===== src/rtl/mem_32x8.sv =====
// Flip-flop word memory: one access per cycle. Reads return on dout one cycle after the address edge.
// No backpressure: en is sampled every rising edge. Writes leave dout untouched.
module mem_32x8 #(
    parameter int DATA_W = 8,
    parameter int ADDR_W = 5
) (
    input  logic              clk,
    input  logic              rst_n,
    input  logic              en,
    input  logic              we,
    input  logic [ADDR_W-1:0] addr,
    input  logic [DATA_W-1:0] din,
    output logic [DATA_W-1:0] dout
);

    localparam int DEPTH = 1 << ADDR_W;

    logic [DATA_W-1:0] mem [DEPTH];

    // Storage and read register share one async-cleared process, so a reset clears both at once.
    always_ff @(posedge clk or negedge rst_n) begin
        if (!rst_n) begin
            mem  <= '{default: '0};
            dout <= '0;
        end else if (en) begin
            if (we) begin
                mem[addr] <= din;
            end else begin
                dout <= mem[addr];
            end
        end
    end

endmodule


===== config.mk =====
export PLATFORM = sky130hd
export DESIGN_NAME = mem_32x8
export DESIGN_NICKNAME = d
export VERILOG_FILES = /design/src/rtl/mem_32x8.sv
export SDC_FILE = /design/constraint.sdc
export NUM_CORES = 1
export LEC_CHECK = 0
export ABC_AREA = 0
export CELL_PAD_IN_SITES_DETAIL_PLACEMENT = 1
export CELL_PAD_IN_SITES_GLOBAL_PLACEMENT = 1
export CORE_MARGIN = 2
export CORE_UTILIZATION = 45
export DETAILED_ROUTE_END_ITERATION = 8
export PLACE_DENSITY_LB_ADDON = 0.1
export SETUP_SLACK_MARGIN = 0.4
export SYNTH_ARGS = -nofsm -noshare
export SYNTH_HDL_FRONTEND = slang
export SYNTH_SLANG_ARGS = --single-unit
export TNS_END_PERCENT = 20

===== constraint.sdc =====
create_clock -name clk -period 1.7 [get_ports clk]
set_input_delay 0.17 -clock clk [delete_from_list [all_inputs] [get_ports clk]]
set_output_delay 0.17 -clock clk [all_outputs]
set_load 0.005 [all_outputs]

==> results_dict.tcl <==
set metrics [dict create \
    synth.distinct_cells 50 \
    synth-xor-area-share_pct 0 \
    syn_nets 826 \
    rsz0062_at_grt "true" \
    synthTopCellsByArea "dfrtp_1 (54%), mux2_2 (24%), mux4_2 (7.0%)" \
    cp_max_fo 2 \
    worst_pin_slew_ps 746.9 \
    grt_pass1_wl_um 54240 \
    grt_overflow 0 \
    cts_tree "done" \
    met1_usage_pct 33.94 \
    final_nets 966 \
    syn_to_final_growth_pct 25.71 \
    gp_congestion 0.8198 \
    crit_chain "mux4_2 -> a22oi_2 -> buf_4 -> nand2_4 -> o32a_1" \
    reg2reg_slack_ps -20 \
    synth_warnings 0 \
    place_inst 1249 \
    vias 7534 \
    cts.sinks 264 \
    slew-limit-headroom_pct 49.82 \
    r2r-end "dout[6]" \
    top_usage_layer "met2" \
    min_path_type "in2async" \
    io_pins 25 \
    violations "setup timing" \
    synth_compound_area_share_pct 2.793 \
    seq_area_frac_synth_pct 54.03 \
    layout_common_cells "dfrtp_1 (264), mux2_2 (238), buf_4 (108)" \
    fin_ws_ps -21.11 \
    cp-end-kind "register" \
    synth_top_cell_area_share_pct 54.03 \
    status "complete, but fails checks" \
    synth_seq_cells 264 \
    nFillCells 2483 \
    grtUsageMet2_pct 43.80 \
    drive_above_1_share_pct 59.82 \
    fin_cells 1315 \
    clkTransAtPathRegs_ps 60 \
    crit_required_ps 2140 \
    leakage_nw 7.078 \
    max_stage_delay_ps 500 \
    dieArea_sq_um 28510 \
    fin_skew_ps 11.62 \
    h-tree-depth 1 \
    synth_top_area_cell "dfrtp_1" \
    root_buffer "clkbuf_16" \
    use_met3_pct 2.969 \
    final_common_cell "dfrtp_1" \
    drv_slew 0 \
    setup_viol 3 \
    cp.arrival_ps 2160 \
    fin_crit_ps 1721 \
    antenna_found_initial 0 \
    yosys.area_share.simple_pct 5.157 \
    core_sq_um 26800 \
    portBuffers 24 \
    startpoint_type "register" \
    r2r-start "mem[134]" \
    power.density_nw_per_um2 1096 \
    die_x_um 168.8 \
    cts_buffers 31 \
    clkLatencyLatePin_ps 570 \
    avgSynthCellArea_sq_um 15.11 \
    wire_per_inst_um 26.08 \
    power_mw 16.84 \
    utilization_pct 57.36 \
    grtUsageTotal_pct 25.23 \
    drc 0 \
    ff2ff_path_depth 5 \
    grt_max_degree 77 \
    first_global_vias 8774 \
    syn_area_sq_um 12230 \
    finalWirelength_um 34300 \
    rows 60 \
    die_height_um 168.8 \
    first_pass_iters 4 \
    vias_per_cell 5.729 \
    pre_cts_ws_ps -574.9 \
    worstSetupPathType "reg2reg" \
    peakVddDrop_uv 895.4 \
    dp_hpwl_um 23100 \
    ant_nets 0 \
    synth_top_family_by_area "multiplexers" \
    drt-initial-drc-count 364 \
    period_share_pct 101.2 \
    yosys.area_share.adder_pct 0 \
    cts_buffer_depth 3 \
    max_freq_mhz 581.0 \
    crit_slowest_cell "mux4_2" \
    hold_viol 0 \
    cap_violations 0 \
    start_util_pct 45.63 \
    synthMuxAreaShare_pct 35.58 \
    netlist_instances 809 \
]
==> power breakdown <==
part           leakage (nW)  switching (mW)  internal [mW]
Clock                 0.540            2.64           4.24
Sequential             3.50           0.463           7.12
Combinational          3.04            1.04           1.33
==> stage by stage <==
| step | cell area [sq um] | hold WS (ps) | setup TNS [ps] |
|---|---|---|---|
| CTS | 15280 | 86.61 | -157.1 |
| global route | 15370 | 95.33 | -185.0 |
| global placement | 14010 | 73.37 | -93220 |
| detailed placement | 14010 | 78.41 | -103770 |
| finish | 15370 | 87.87 | -49.60 |
| floorplan | 12390 | -125.6 | 0 |
==> logic make-up after synthesis <==
group	count (synthesis)
and+or+nand+nor	105
buffers and inverters	56
muxes	338
DFF	264
AOI/OAI and AO/OA	46
==> flip-flops by register name, summed over array words and instances (netlist names) <==
signal and flops:
dout 8, mem 256
==> cell usage after synthesis, drive strengths merged <==
| cell type | number |
|---|---|
| and3 | 1 |
| nor2 | 33 |
| nor4 | 3 |
| mux4 | 48 |
| nor3 | 4 |
| o22a | 1 |
| clkbuf | 29 |
| nand3 | 8 |
| nand4 | 2 |
| a31oi | 5 |
| nand4b | 1 |
| o2111ai | 3 |
| mux2 | 263 |
| o31ai | 2 |
| a22o | 1 |
| o21ai | 4 |
| o22ai | 5 |
| buf | 27 |
| o311a | 1 |
| o32a | 3 |
| nor3b | 1 |
| nand2b | 2 |
| or2 | 2 |
| nand3b | 3 |
| or4bb | 1 |
| a21oi | 2 |
| a2111oi | 2 |
| a211oi | 1 |
| and4 | 1 |
| nor2b | 4 |
| a32oi | 2 |
| nand2 | 35 |
| a22oi | 12 |
| o32ai | 2 |
| and2 | 4 |
| mux2i | 27 |
| dfrtp | 264 |
==> how the worst max path moves through the flow <==
stage / end / cells past startpoint / from / slack, ps
detailed placement: dout[7] / 7 / addr[4] / -570
CTS: dout[5] / 5 / mem[133] / -60
global placement: dout[7] / 7 / addr[4] / -550
floorplan: dout[5] / 6 / addr[0] / 120
global route: dout[7] / 5 / mem[135] / -70
finish: dout[6] / 5 / mem[134] / -20
==> final cells by class <==
type	count	area, sq um	share of cell area [%]
repair buffers	163	1600	10.41
multi-input cells	489	5655	36.79
clock buffers	49	983.4	6.398
diodes	1	2.502	0.01628
flip-flops and latches	264	6606	42.98
well taps	341	426.7	2.776
clock inverters	8	97.59	0.6349
==> worst max-delay path: cells and delay by family, from the launching register on <==
kind,cells,cell delay [ps]
flip-flops,1,390
buffers and inverters,1,160
AO/OA/AOI/OAI,2,500
multiplexers,1,500
AND/OR/NAND/NOR,1,60
==> metal layers <==
metal / vias up / share of wire, %
li1: 3296 / -
met1: 4100 / 43
met2: 94 / 52
met3: 44 / 2.7
met4: 0 / 2.2
met5: - / 0
==> timing repair <==
action / in CTS / in global routing
setup buffers: 4 / 3
hold buffers: 1 / 0
resized for setup: 80 / 18
setup endpoints to repair: 272 / 173
cloned: 0 / 0
hold endpoints to repair: 264 / 0
pin swaps: 18 / 15
(Power assumes the default switching activity.)
==> patch 1, RTL diff (same flow settings) <==
Set the parameter `ADDR_W` to 4 (it was 5).
--- a/src/rtl/mem_32x8.sv
+++ b/src/rtl/mem_32x8.sv
@@ -4,3 +4,3 @@
     parameter int DATA_W = 8,
-    parameter int ADDR_W = 5
+    parameter int ADDR_W = 4
 ) (
Interface: changed (resized addr); port bits go from 25 to 24. No check against the original RTL was run, so the function may have changed too.
==> patch 1 against the unedited design <==
- wire length fell by 56%
- total power decreased by 45%
- hold slack better by 0.14 ns
- die area decreased by 48%
- synthesized area decreased by 49%
- sequential cell count fell by 128
- setup slack better by 0.20 ns
- final area shrank 49%
- critical endpoint is now dout[1]
- largest power group unchanged
==> patch 1: results (changes against the unedited design) <==
* Run status: finished, final reports clean (was complete, but fails checks)
* Root Buffer: clkbuf_16 (unchanged)
* Critical Path Fanout Max at 2 (unchanged)
* Gate Count Post-Synth at 400 (was 809)
* Clock Skews at 0.00816 ns (was 0.0116 ns)
* Commonest cells in the netlist: dfrtp_1 (136), mux2_2 (112), mux4_2 (24) (was dfrtp_1 (264), mux2_2 (263), mux4_2 (38))
* Asr flop ratio synth at 1.00 (unchanged)
* Most common cell in the netlist: dfrtp_1 (unchanged)
* Largest net degree at the start of global routing at 56 (was 77)
* Drt first pass iters at 4 (unchanged)
* I/O Buffers at 23 (was 24)
* Top Registers: mem: 128 flops, dout: 8 flops (was mem: 256 flops, dout: 8 flops)
* Bufs on Longest Clock Path at 2 (was 3)
* HP Class: in -> async (unchanged)
* Routed WL at 15.2 mm (was 34.3 mm)
* Net Count, Synth at 416 (was 826)
* Vias in the first global route at 4,226 (was 8,774)
* First-pass GRT wire length at 24.7 mm (was 54.2 mm)
* Fin nets at 495 (was 966)
* CP top delay family: multiplexers (unchanged)
* Dpl hpwl at 10.3 mm (was 23.1 mm)
* Sequential element share of the synthesized area at 0.544 (was 0.540)
* Gpl congestion at 0.802 (was 0.820)
* Max-slew headroom at 0.736 (was 0.498)
* Setup WS pre-CTS at -0.267 ns (was -0.575 ns)
* Fraction of layout cells with a size suffix above 1 at 0.561 (was 0.598)
* CP max stage delay at 0.51 ns
* Crit-path slowest cell: mux4_2 (unchanged)
* All-Layer GR Usage at 0.229 (was 0.252)
* Routed wire length per instance at 22.5 um (was 26.1 um)
* Static Leak at 3.58 nW (was 7.08 nW)
* Worst-Skew Late Latency at 0.42 ns (was 0.57 ns)
* Met2 routed WL at 7.82 mm (was 17.7 mm)
* 1st-iter DRT viols at 198 (was 364)
* Peak VDD IR at 805 uV (was 895 uV)
* Metal-1 WL at 6.74 mm (was 14.9 mm)
* Sw frac at 0.241 (was 0.246)
* CP arrival at 1.82 ns (was 2.16 ns)
* Total CTS buffers at 17 (was 31)
* Top post-synthesis cells by area: dfrtp_1 (54%), mux2_2 (20%), mux4_2 (8.6%) (was dfrtp_1 (54%), mux2_2 (24%), mux4_2 (7.0%))
* Avg Vias per Cell at 5.57 (was 5.73)
* Worst setup startpoint: mem[49] (was mem[134])
* Met3 wire len at 383 um (was 923 um)
* Placed Cells at 632 (was 1,249)
* Synth unique cells at 29 (was 50)
* H-tree levels at 4 (was 1)
* Initial antenna violation count at 1 (was 0)
[patch 1: per-stage QoR]
step	cell area (um2)	TNS (ns)	power (mW)	hold slack, ns
floorplan	6280	0	5.14	-0.126
global placement	7170	-20.46	5.65	0.110
detailed placement	7170	-22.84	5.75	0.111
CTS	7860	0	9.42	0.228
global route	7860	0	9.75	0.249
finish	7870	0	9.31	0.228
[patch 1: worst register-to-register path: stages (launching register included)]
cell,delay [ns]
dfrtp_1,0.39
mux4_2,0.51
a22oi_2,0.27
buf_4,0.16
a31oi_1,0.07
[patch 1: path summary, 6_finish.rpt]
path	to	slack [ns]	cells after the start
max in group asynchronous	mem[91]	0.83	3
setup reg to reg	dout[1]	0.18	4
hold / removal	mem[99]	0.23	2
setup / recovery	dout[1]	0.18	4
hold reg to reg	mem[81]	0.50	1
min in group clk	dout[6]	0.48	4
[patch 1: final cells by class]
| class | count | area (um2) |
|---|---|---|
| Multi-Input combinational cell | 238 | 2750 |
| Tap cell | 180 | 225 |
| Clock inverter | 9 | 97.6 |
| Clock buffer | 23 | 478 |
| Antenna cell | 1 | 2.50 |
| Fill cell | 1299 | 5850 |
| Timing Repair Buffer | 86 | 910 |
| Sequential cell | 136 | 3400 |
[patch 1: timing repair]
| action | in CTS | in global routing |
|---|---|---|
| hold endpoints to repair | 36 | 0 |
| pin swaps | 3 | 0 |
| cloned | 1 | 0 |
| setup endpoints to repair | 144 | 16 |
| buffers inserted | 6 | 0 |
| hold buffers | 1 | 0 |
| resized for setup | 24 | 1 |
[patch 1: metal layers]
layer | global-route usage | vias up
met5 | 0 | -
met4 | 0.0740 | 0
met3 | 0.0515 | 16
met2 | 0.383 | 43
met1 | 0.298 | 2032
li1 | - | 1657
[patch 1: power groups by stage]
stage          Combinational [mW]  Clock, mW  Sequential, mW
2_1_floorplan                1.02          0            4.12
3_3_place_gp                 1.44          0            4.20
3_5_place_dp                 1.50          0            4.25
4_1_cts                      1.54       3.68            4.20
5_1_grt                      1.65       3.82            4.28
6_report                     1.52       3.59            4.20
[patch 1: logic make-up after synthesis]
| group | after synthesis | synth area share |
|---|---|---|
| AO/OA/AOI/OAI | 24 | 0.0320 |
| buffers and inverters | 26 | 0.0232 |
| flip-flops | 136 | 0.544 |
| multiplexers | 168 | 0.352 |
| AND/OR/NAND/NOR | 46 | 0.0494 |
==> patch 2, RTL diff (same flow settings) <==
Without the edit above. Make the reset (`rst_n`) synchronous in one clocked block. Comments in the files are not updated.
--- a/src/rtl/mem_32x8.sv
+++ b/src/rtl/mem_32x8.sv
@@ -20,3 +20,3 @@
     // Storage and read register share one async-cleared process, so a reset clears both at once.
-    always_ff @(posedge clk or negedge rst_n) begin
+    always_ff @(posedge clk) begin
         if (!rst_n) begin
Check against the original RTL: differs if rst_n is asserted again (counterexample within 4 cycles, from zero or initial values and one cycle with rst_n low); with rst_n held inactive, the same outputs for 4 cycles.
==> patch 2 against the unedited design <==
- final cell count increased by 40%
- sequential cell count unchanged
- clock skew grew 0.011 ns
- setup slack gained 0.19 ns
- combinational power fell by 49%
- synthesized area up 1.8%
- via count up 44%
- final area rose by 2.1%
- sequential share of layout area fell by 9.2 points
- wire length rose by 23%
- global-route usage rose by 4.1 points
- total power decreased by 17%
- largest power group is now the clock network
- highest routed layer unchanged
==> patch 2: results (changes against the unedited design) <==
* Final-layout fill cell count at 3,024 (was 2,483)
* Gpl congestion at 0.841 (was 0.820)
* Drt first pass iters at 5 (was 4)
* Net Count, Synth at 1,380 (was 826)
* DR vias at 10.8k (was 7,534)
* Reg2reg start: mem[9] (was mem[134])
* Routed WL at 42.3 mm (was 34.3 mm)
* Met2 routed WL at 20.6 mm (was 17.7 mm)
* HP Class: in -> reg (was in -> async)
* Least-Margin Pin Slew at 0.543 ns (was 0.747 ns)
* Fin nets at 1,501 (was 966)
* Diode count at 0 (was 1)
* Static Leak at 5.58 nW (was 7.08 nW)
* Peak VDD IR at 676 uV (was 895 uV)
* Top post-synthesis cells by area: dfxtp_1 (42%), a21boi_0 (11%), mux2i_1 (9.2%) (was dfrtp_1 (54%), mux2_2 (24%), mux4_2 (7.0%))
* Clock Skews at 0.0228 ns (was 0.0116 ns)
* Run status: finished, final reports clean (was complete, but fails checks)
* Sequential element share of the synthesized area at 0.424 (was 0.540)
* Setup WS pre-CTS at -0.518 ns (was -0.575 ns)
* Placed Cells at 1,783 (was 1,249)
* R2R Path End: dout[1] (was dout[6])
* 1st-iter DRT viols at 686 (was 364)
* Mean Syn Cell Area at 9.14 um2 (was 15.1 um2)
* Synth unique cells at 54 (was 50)
* First-pass GRT wire length at 65.9 mm (was 54.2 mm)
* R2r setup slk at 0.17 ns (was -0.02 ns)
* Asr flop ratio synth at 0 (was 1.00)
* Largest net degree at the start of global routing at 62 (was 77)
* Met3 wire len at 1.37 mm (was 923 um)
==> patch 2: cell types whose count changed after synthesis, sizes merged, moves of 55 or more <==
cell | before | now
mux2 | 263 | 2
nand2 | 35 | 215
nor2b | 4 | 59
nand3 | 8 | 85
dfrtp | 264 | 0
a21boi | 0 | 200
mux2i | 27 | 115
o21ai | 4 | 138
dfxtp | 0 | 264
clkbuf | 29 | 86
==> patch 2: per-layer routing <==
layer / GRT usage / vias to the layer above
met5: 0 / -
met4: 0.0825 / 0
met3: 0.0328 / 77
met2: 0.511 / 193
met1: 0.383 / 5472
li1: - / 5081
==> patch 2: repair_timing <==
item | 4_1_cts | 5_1_grt
setup endpoints to repair | 199 | 177
cloned | 3 | 0
buffers inserted | 6 | 1
gates resized for setup | 65 | 19
pin swaps | 13 | 4
hold endpoints to repair | 0 | 0
==> patch 2: logic make-up (layout without fill, tap and decap cells) <==
kind of cell | after synthesis | after routing | synth area share
compound gates | 391 | 391 | 0.206
mux | 151 | 151 | 0.156
buf+inv | 133 | 276 | 0.0470
simple gates | 424 | 424 | 0.167
flops | 264 | 264 | 0.424
==> patch 2: cell type report <==
class                           count  area (um2)  area share
Clock buffer                       48         950      0.0605
Clock inverter                      6        55.1     0.00351
Sequential cell                   264        5300       0.338
Inverter                            2        7.51    0.000478
Tap cell                          341         427      0.0272
Multi-Input combinational cell    966        6810       0.434
Timing Repair Buffer              220        2150       0.137
==> patch 2: worst max-delay path by stage <==
stage,from,end,slack (ns),cells past startpoint
after floorplan,addr[0],dout[5],0.30,5
after global placement,we,dout[4],-0.45,7
after detailed placement,we,dout[4],-0.52,7
after CTS,mem[9],dout[1],0.16,5
after global routing,mem[4],dout[4],0.12,5
final,mem[9],dout[1],0.17,5
==> patch 2: worst max-delay path, cell delays in order (launching register included) <==
cell and delay [ns]:
dfxtp_2 0.32, mux4_2 0.49, a22o_4 0.28, a21oi_2 0.10
buf_4 0.12, a31oi_1 0.06
==> patch 2: per-stage QoR <==
step | hold slack (ns) | utilization | instance area, um2
final | 0.0638 | 0.581 | 15700
after detailed placement | 0.448 | 0.531 | 14400
after CTS | 0.0359 | 0.578 | 15600
after global placement | 0.439 | 0.531 | 14400
after floorplan | 0.339 | - | 12600
after global routing | 0.0682 | 0.581 | 15700
==> patch 2: where the power goes <==
part | internal (mW) | switching [mW]
clock network | 3.93 | 2.63
registers | 6.22 | 0.0253
logic | 0.542 | 0.672
